===== src/rtl/friscv_token_lut_pkg.sv =====
// Shared types for the in-order token tracker.
// Holds the per-cycle operation encoding used to update occupancy.
package friscv_token_lut_pkg;

   // Accepted operation for one cycle, after push/pull gating.
   typedef enum logic [1:0] {
      OP_IDLE = 2'b00,
      OP_PUSH = 2'b01,
      OP_PULL = 2'b10,
      OP_BOTH = 2'b11
   } lut_op_t;

   // Folds the two acceptance strobes into a single operation code.
   function automatic lut_op_t decodeOp(input logic pushOk, input logic pullOk);
      return lut_op_t'({pullOk, pushOk});
   endfunction

endpackage


===== src/rtl/friscv_token_lut.sv =====
// In-order token tracker: circular buffer of address tags with a
// combinational "is this tag in flight" seek port and occupancy flags.
// Optional macro FRISCV_LUT_CHECK_EN adds simulation-only misuse messages
// (push while full without pull, pull while empty).
module friscv_token_lut
   import friscv_token_lut_pkg::*;
#(
   parameter int NB_TOKEN = 8,
   parameter int TOKEN_W  = 32
)(
   input  logic               aclk,
   input  logic               srst,
   input  logic               flush,
   input  logic [TOKEN_W-1:0] seek,
   output logic               hit,
   input  logic               push,
   input  logic               pull,
   input  logic [TOKEN_W-1:0] token,
   output logic               full,
   output logic               afull,
   output logic               empty,
   output logic               aempty
);

   localparam int PTR_W = $clog2(NB_TOKEN);
   localparam int CNT_W = PTR_W + 1;
   localparam logic [CNT_W-1:0] FULL_CNT  = CNT_W'(NB_TOKEN);
   localparam logic [CNT_W-1:0] AFULL_CNT = CNT_W'(NB_TOKEN - 1);
   localparam logic [CNT_W-1:0] ZERO_CNT  = '0;
   localparam logic [CNT_W-1:0] ONE_CNT   = CNT_W'(1);

   logic [TOKEN_W-1:0]  r_data [NB_TOKEN];
   logic [NB_TOKEN-1:0] r_valid;
   logic [PTR_W-1:0]    r_wr_ptr;
   logic [PTR_W-1:0]    r_rd_ptr;
   logic [CNT_W-1:0]    r_count;

   logic                w_pull_ok;
   logic                w_push_ok;
   lut_op_t             w_op;
   logic                w_hit;

   // Acceptance: a pull frees a slot in the same cycle, so a push is
   // still taken when full as long as a real pull accompanies it.
   always_comb begin
      w_pull_ok = pull && (r_count != ZERO_CNT);
      w_push_ok = push && ((r_count != FULL_CNT) || w_pull_ok);
      w_op      = decodeOp(w_push_ok, w_pull_ok);
   end

   // Pointer, valid and occupancy state; reset and flush both clear it
   // and flush swallows any push/pull presented alongside it.
   always_ff @(posedge aclk) begin
      if (srst || flush) begin
         r_valid  <= '0;
         r_wr_ptr <= '0;
         r_rd_ptr <= '0;
         r_count  <= '0;
      end else begin
         // Clear before set: when full with push+pull both pointers are
         // equal and the slot must end up holding the new token.
         if (w_pull_ok) begin
            r_valid[r_rd_ptr] <= 1'b0;
            r_rd_ptr          <= r_rd_ptr + PTR_W'(1);
         end
         if (w_push_ok) begin
            r_valid[r_wr_ptr] <= 1'b1;
            r_wr_ptr          <= r_wr_ptr + PTR_W'(1);
         end
         case (w_op)
            OP_PUSH: r_count <= r_count + ONE_CNT;
            OP_PULL: r_count <= r_count - ONE_CNT;
            default: r_count <= r_count;
         endcase
      end
   end

   // Token payload storage; left uncleared because the valid bits gate it.
   always_ff @(posedge aclk) begin
      if (!srst && !flush && w_push_ok) begin
         r_data[r_wr_ptr] <= token;
      end
   end

   // Seek match over registered entries only, so same-cycle pushes are
   // not yet visible and same-cycle pulls still match.
   always_comb begin
      w_hit = 1'b0;
      for (int i = 0; i < NB_TOKEN; i++) begin
         if (r_valid[i] && (r_data[i] == seek)) begin
            w_hit = 1'b1;
         end
      end
   end

   assign hit    = w_hit;
   assign full   = (r_count == FULL_CNT);
   assign afull  = (r_count == AFULL_CNT);
   assign empty  = (r_count == ZERO_CNT);
   assign aempty = (r_count == ONE_CNT);

`ifdef FRISCV_LUT_CHECK_EN
   // Simulation-only misuse reporting; has no effect on behaviour.
   always @(posedge aclk) begin
      if (!srst && !flush) begin
         if (push && full && !pull) begin
            $display("ERROR: friscv_token_lut push while full at %t", $realtime);
         end
         if (pull && empty) begin
            $display("ERROR: friscv_token_lut pull while empty at %t", $realtime);
         end
      end
   end
`endif

endmodule


===== config.mk =====
export PLATFORM = sky130hd
export DESIGN_NAME = friscv_token_lut
export DESIGN_NICKNAME = d
export VERILOG_FILES = /design/src/rtl/friscv_token_lut_pkg.sv /design/src/rtl/friscv_token_lut.sv
export SDC_FILE = /design/constraint.sdc
export NUM_CORES = 1
export LEC_CHECK = 0
export BUFFER_PORTS_ARGS = -buffer_cell sky130_fd_sc_hd__buf_2
export CORE_ASPECT_RATIO = 0.5
export CORE_MARGIN = 4
export CORE_UTILIZATION = 45
export CTS_CLUSTER_DIAMETER = 30
export DETAILED_ROUTE_END_ITERATION = 12
export HOLD_SLACK_MARGIN = 0.15
export PLACE_DENSITY = 0.62
export SYNTH_ARGS = -nofsm -noshare
export SYNTH_HDL_FRONTEND = slang
export SYNTH_SLANG_ARGS = --single-unit

===== constraint.sdc =====
create_clock -name aclk -period 4.9 [get_ports aclk]
set_clock_uncertainty 0.15 [all_clocks]
set_input_delay 0.98 -clock aclk [delete_from_list [all_inputs] [get_ports aclk]]
set_output_delay 0.98 -clock aclk [all_outputs]
set_load 0.005 [all_outputs]

### Yosys cells after proc, flatten, opt, wreduce, memory -nomap -nowiden

Memories as Yosys holds them, arrays and structs flattened.
Index checks and enable logic that the tools add are counted.

* memory bits (writable): 256
* bits of input ports: 69
* memories kept: 1
* word-level logic and storage cells: 69
* bits in registers: 18

* mux-type cells: 18
* add/subtract/negate cells: 4
* reduce and logical (&&, ||, !) cells: 21
* equal/unequal tests: 14
* magnitude comparators: 4
* bitwise logic cells: 3

Memories
* r_data: words 8, bits a word 32, read ports 8, clocked after memory_dff 0, write ports 1, line friscv_token_lut.sv:32 `logic [TOKEN_W-1:0] r_data [NB_TOKEN];`

Operators with widths (number)
* == test 32 bit: 8
* two-way mux 8 bit: 3
* logical AND 1 bit: 14
* two-way mux 1 bit: 12
* AND 8 bit: 1
* < comparator 3 x 4 -> 1 bit (second input constant): 2
* inverter 8 bit: 1
* OR 8 bit: 1
* one-hot mux 4 bit (2 select lines): 1
* adder 3 x 1 -> 3 bit (second input constant): 2
* demux 1 bit (select 3 bit): 2
* greater-or-equal comparator 3 x 1 -> 1 bit (second input constant): 2
* adder 4 x 1 -> 4 bit (second input constant): 1
* == test 4 x 1 -> 1 bit (second input constant): 1
* == test 4 x 3 -> 1 bit (second input constant): 1
* == test 4 bit (second input constant): 1
* zero test 4 bit: 1
* inequality test 4 bit (second input constant): 1
* nonzero test 4 bit: 1
* subtractor 4 x 1 -> 4 bit (second input constant): 1
* == test 2 x 1 -> 1 bit (second input constant): 1
* == test 2 bit (second input constant): 1
* zero test 1 bit: 2
* logical OR 1 bit: 2
* nonzero test 2 bit: 1

### Longest topological paths before layout

* depth after elaboration: 10
* mapped depth: 9

### Worst setup path before layout

OpenSTA, ideal clock, no wires.

* path kind: in2reg
* start: in flush
* end: mem r_data[7][0] (enable)
* data arrival time: 3.023 ns
* stages on the path: 3
* data required time: 4.327 ns
* path buffers: 0
* setup slack: 1.304 ns
* cell sequence: nor2_1 > nand3_1 > nor2_1

* longest elaborated chain between the ends: 5

RTL lines
* start: declaration: line friscv_token_lut.sv:13 `input logic flush,`
* zero test 1 bit: line friscv_token_lut.sv:80 `if (!srst && !flush && w_push_ok) begin`
* logical AND 1 bit (2 in a row): line friscv_token_lut.sv:80
* two-way mux 1 bit: line friscv_token_lut.sv:80
* two-way mux 1 bit (implied by the code): line friscv_token_lut.sv:81 `r_data[r_wr_ptr] <= token;`
* end: declaration: line friscv_token_lut.sv:32

Every way passes these cells.

### Worst setup path in the final report

* start: in seek[26]
* end: out hit

* longest elaborated chain between the ends: 10
* elaborated cells between the ends (all ways): 24
* those cells by class: eq/ne (8); mux (8); reduce/logical (8)

RTL lines
* start: declaration: line friscv_token_lut.sv:14 `input logic [TOKEN_W-1:0] seek,`
* == test 32 bit: line friscv_token_lut.sv:90 `if (r_valid[i] && (r_data[i] == seek)) begin`
* logical AND 1 bit: line friscv_token_lut.sv:90
* two-way mux 1 bit (7 in a row): line friscv_token_lut.sv:90
* two-way mux 1 bit *: line friscv_token_lut.sv:90
* end: declaration: line friscv_token_lut.sv:15 `output logic hit,`

Every way passes the cells marked *; elsewhere a longest branch is shown, timed or not.

==> impl_metrics.py <==
metrics = {
    "run_status": {
        "status": "complete, no violations",
    },
    "cts": {
        "postCtsSetupBuffers": 0,
        "postCtsHoldBufs": 0,
        "h-tree-depth": 2,
        "clkLatencyLatePin_ps": 510,
        "cts_resized": 0,
        "clockBufferDepth": 3,
        "root_buffer": "clkbuf_16",
        "cts_made_buffers": 38,
        "cts_tree": "done",
        "clock-sinks": 274,
        "clk_pin_slew_ps": 50,
    },
    "final_layout": {
        "insertedDiodeCount": 0,
        "drive_gt1_share_pct": 19.4,
        "area_delta_synth_final_pct": 16.8,
        "final_cell_area_um2": 13800,
        "final_core_utilization_pct": 54.0,
        "finalNetCount": 915,
    },
    "timing": {
        "worstMarginPinSlew_ps": 931,
        "finalHoldViolCount": 0,
        "finalSetupViolCount": 0,
        "max_slew_margin_pct": 37.8,
        "fmaxAchievable_ghz": 0.236,
        "fin_crit_ps": 4240,
        "fin_setup_tns_ps": 0,
        "fin_crit_sh_pct": 86.5,
        "drv_slew": 0,
        "rsz0062_at_grt": "false",
    },
    "die": {
        "ios": 74,
        "die_x_um": 237,
        "num_rows": 41,
        "initial_core_util_pct": 46.3,
        "die_area_um2": 29000,
        "die_y_um": 122,
        "coreArea_um2": 25500,
    },
    "detailed_routing": {
        "ant_nets": 0,
        "drtPass1Iterations": 5,
        "drc_errors": 0,
        "via_per_inst": 5.37,
        "wl_per_cell_um": 25.0,
        "wl_um": 30400,
        "via_count": 6520,
        "drt_iter0_drc": 757,
    },
    "synth": {
        "synth-warning-count": 0,
        "synth_area_per_cell_um2": 15.7,
        "synthArstFlopShare_pct": 0,
        "synth_flop_cell": "edfxtp_1",
        "ys_seq_area_share_pct": 68.2,
        "synth_cells": 752,
        "synth-edff-count": 256,
        "synth_area_um2": 11800,
        "synth.net_count": 826,
        "synth-seq-cells": 274,
        "ys_types": 41,
    },
    "global_route": {
        "grt.overflow.total": 0,
        "track_usage_pct": 21.1,
        "grt_pass1_vias": 6323,
        "grt_max_degree": 34,
        "antenna_found_initial": 2,
        "grt_pass1_wl_um": 43900,
    },
    "critical_path": {
        "crit_path_cell_trace": "buf_2, xnor2_1, nand4_1, nor4_1, nand4_1, o22ai_1, or4_1, buf_2",
        "critPathArrivalTime_ps": 3110,
        "required_ps": 3770,
        "crit_path_top_delay_cell": "nor4_1",
        "worstSetupStartpointType": "input port",
        "critical_path_buf_inv_count": 2,
        "critical-path-max-stage-delay_ps": 620,
        "worstSetupEndpointType": "output port",
        "crit_family": "simple AND/OR/NAND/NOR gates",
        "worst_setup_path_startpoint": "seek[26]",
        "reg2reg_to": "r_data[6][5]$_DFFE_PP_",
        "r2r-start": "r_count[0]$_SDFFE_PP0P_",
        "crit_type": "input port to output port",
        "worstPathMaxFanout": 8,
        "regToRegSetupSlack_ps": 1660,
        "r2r_cells": 7,
    },
    "placement": {
        "place_area_um2": 12400,
        "io_buffers": 73,
        "gp_congestion": 0.872,
        "dp_hpwl_um": 20800,
    },
    "pwr": {
        "p_sw_share_pct": 22.1,
        "pwr_density_cell_nw_per_um2": 422,
        "cellLeakagePower_nw": 4.52,
        "p_int_mw": 4.53,
        "combPwrFrac_pct": 5.1,
        "p_seq_share_pct": 44.4,
        "clkPwrFrac_pct": 50.5,
        "ir_drop_mv": 0.201,
        "p_sw_mw": 1.28,
    },
    "job": {
        "maxCapViolations": 0,
    },
    "worst_hold_path": {
        "hold_depth": 2,
        "holdPathEnd": "r_wr_ptr[2]$_SDFFE_PP0P_",
        "min_from": "r_wr_ptr[2]$_SDFFE_PP0P_",
        "min_path_type": "flip-flop to flip-flop",
    },
}
==> per-layer routing <==
layer	up-vias	global-route usage, %	part of all wire [%]
met4	2	4.77	1.6
met1	3248	30.6	45
met2	284	31.1	43
met5	-	0	0.036
met3	46	7.00	9.8
li1	2940	-	-
==> tightest hold or removal path, cell delays in order (launching register included) <==
cell	delay, ps
dfxtp_1	350
xor2_1	70
nor2_1	80
==> cell usage in the layout (no fill, tap or decap), types with 4 or more instances in the layout <==
cell type | synthesis | final
a31o_1 | 6 | 6
nand2_1 | 15 | 15
inv_1 | 4 | 4
nor3_1 | 8 | 8
clkinv_4 | 0 | 7
xor2_1 | 122 | 122
nand3_1 | 12 | 12
clkbuf_16 | 0 | 39
nand4_1 | 41 | 41
nor4_1 | 32 | 32
nor2_4 | 0 | 6
ha_1 | 5 | 5
bufinv_16 | 0 | 7
dfxtp_1 | 18 | 18
edfxtp_1 | 256 | 256
inv_6 | 0 | 5
buf_4 | 14 | 13
o22ai_1 | 6 | 6
nor2_1 | 19 | 13
buf_2 | 1 | 73
xnor2_1 | 140 | 140
clkinvlp_4 | 0 | 4
==> power by group through the flow <==
stage,logic (mW),clock network [mW],registers (mW)
2_1_floorplan,0.182,0,2.63
3_3_place_gp,0.292,0,2.63
3_5_place_dp,0.294,0,2.63
4_1_cts,0.296,2.97,2.58
5_1_grt,0.318,3.07,2.58
6_report,0.294,2.94,2.58
==> logic make-up after synthesis <==
| family | share of synthesized area, % |
|---|---|
| flip-flops | 68.2 |
| AND/OR/NAND/NOR | 7.01 |
| adder cells (fa/ha/maj) | 0.531 |
| AO/OA/AOI/OAI | 1.63 |
| multiplexers | 0.0849 |
| buffers and inverters | 3.03 |
| XOR/XNOR | 19.5 |
==> registers in the layout, summed over array words and instances, names as in the netlist <==
register,cells
r_count,4
r_valid,8
r_wr_ptr,3
r_data,256
r_rd_ptr,3
==> per-stage QoR <==
stage	power [mW]	setup WS, ps	hold slack, ps	cells
6_report	5.81	661	402	1214
5_1_grt	5.97	575	414	1214
4_1_cts	5.85	657	398	1214
3_5_place_dp	2.92	656	379	1145
3_3_place_gp	2.92	660	362	1145
2_1_floorplan	2.81	1300	299	752
==> layout make-up <==
class | count | area (µm²)
multi-input cells | 437 | 3440
clock inverters | 30 | 395
clock buffers | 39 | 976
repair buffers | 86 | 463
fillers | 2037 | 11700
flip-flops and latches | 274 | 8050
well taps | 344 | 430
inverters | 4 | 15.0
==> synth_stat cells, types with 2 or more instances <==
| cell | count | area share, % |
|---|---|---|
| xnor2_1 | 140 | 10 |
| a31o_1 | 6 | 0.45 |
| a21oi_1 | 2 | 0.085 |
| nand2b_1 | 2 | 0.11 |
| nor3_2 | 2 | 0.17 |
| nor3_1 | 8 | 0.34 |
| dfxtp_1 | 18 | 3.1 |
| o22ai_1 | 6 | 0.32 |
| nand4_1 | 41 | 2.2 |
| o311ai_0 | 2 | 0.15 |
| nand3_1 | 12 | 0.51 |
| nand2_1 | 15 | 0.48 |
| nor4_1 | 32 | 1.7 |
| o21ai_0 | 2 | 0.085 |
| edfxtp_1 | 256 | 65 |
| ha_1 | 5 | 0.53 |
| nand2b_4 | 2 | 0.23 |
| buf_6 | 20 | 1.9 |
| buf_4 | 14 | 0.89 |
| xor2_1 | 122 | 9.1 |
| nor2_1 | 19 | 0.60 |
| o21ai_1 | 3 | 0.13 |
| inv_1 | 4 | 0.13 |
| or4_1 | 2 | 0.13 |
==> worst max-delay path by stage <==
stage,endpoint,slack (ps),cells past startpoint
after floorplan,r_data[7][0]$_DFFE_PP_,1300,3
after global routing,hit,570,8
after detailed placement,hit,660,8
final,hit,660,8
after CTS,hit,660,8
after global placement,hit,660,8
No activity file was read; power rests on OpenSTA's default activity.
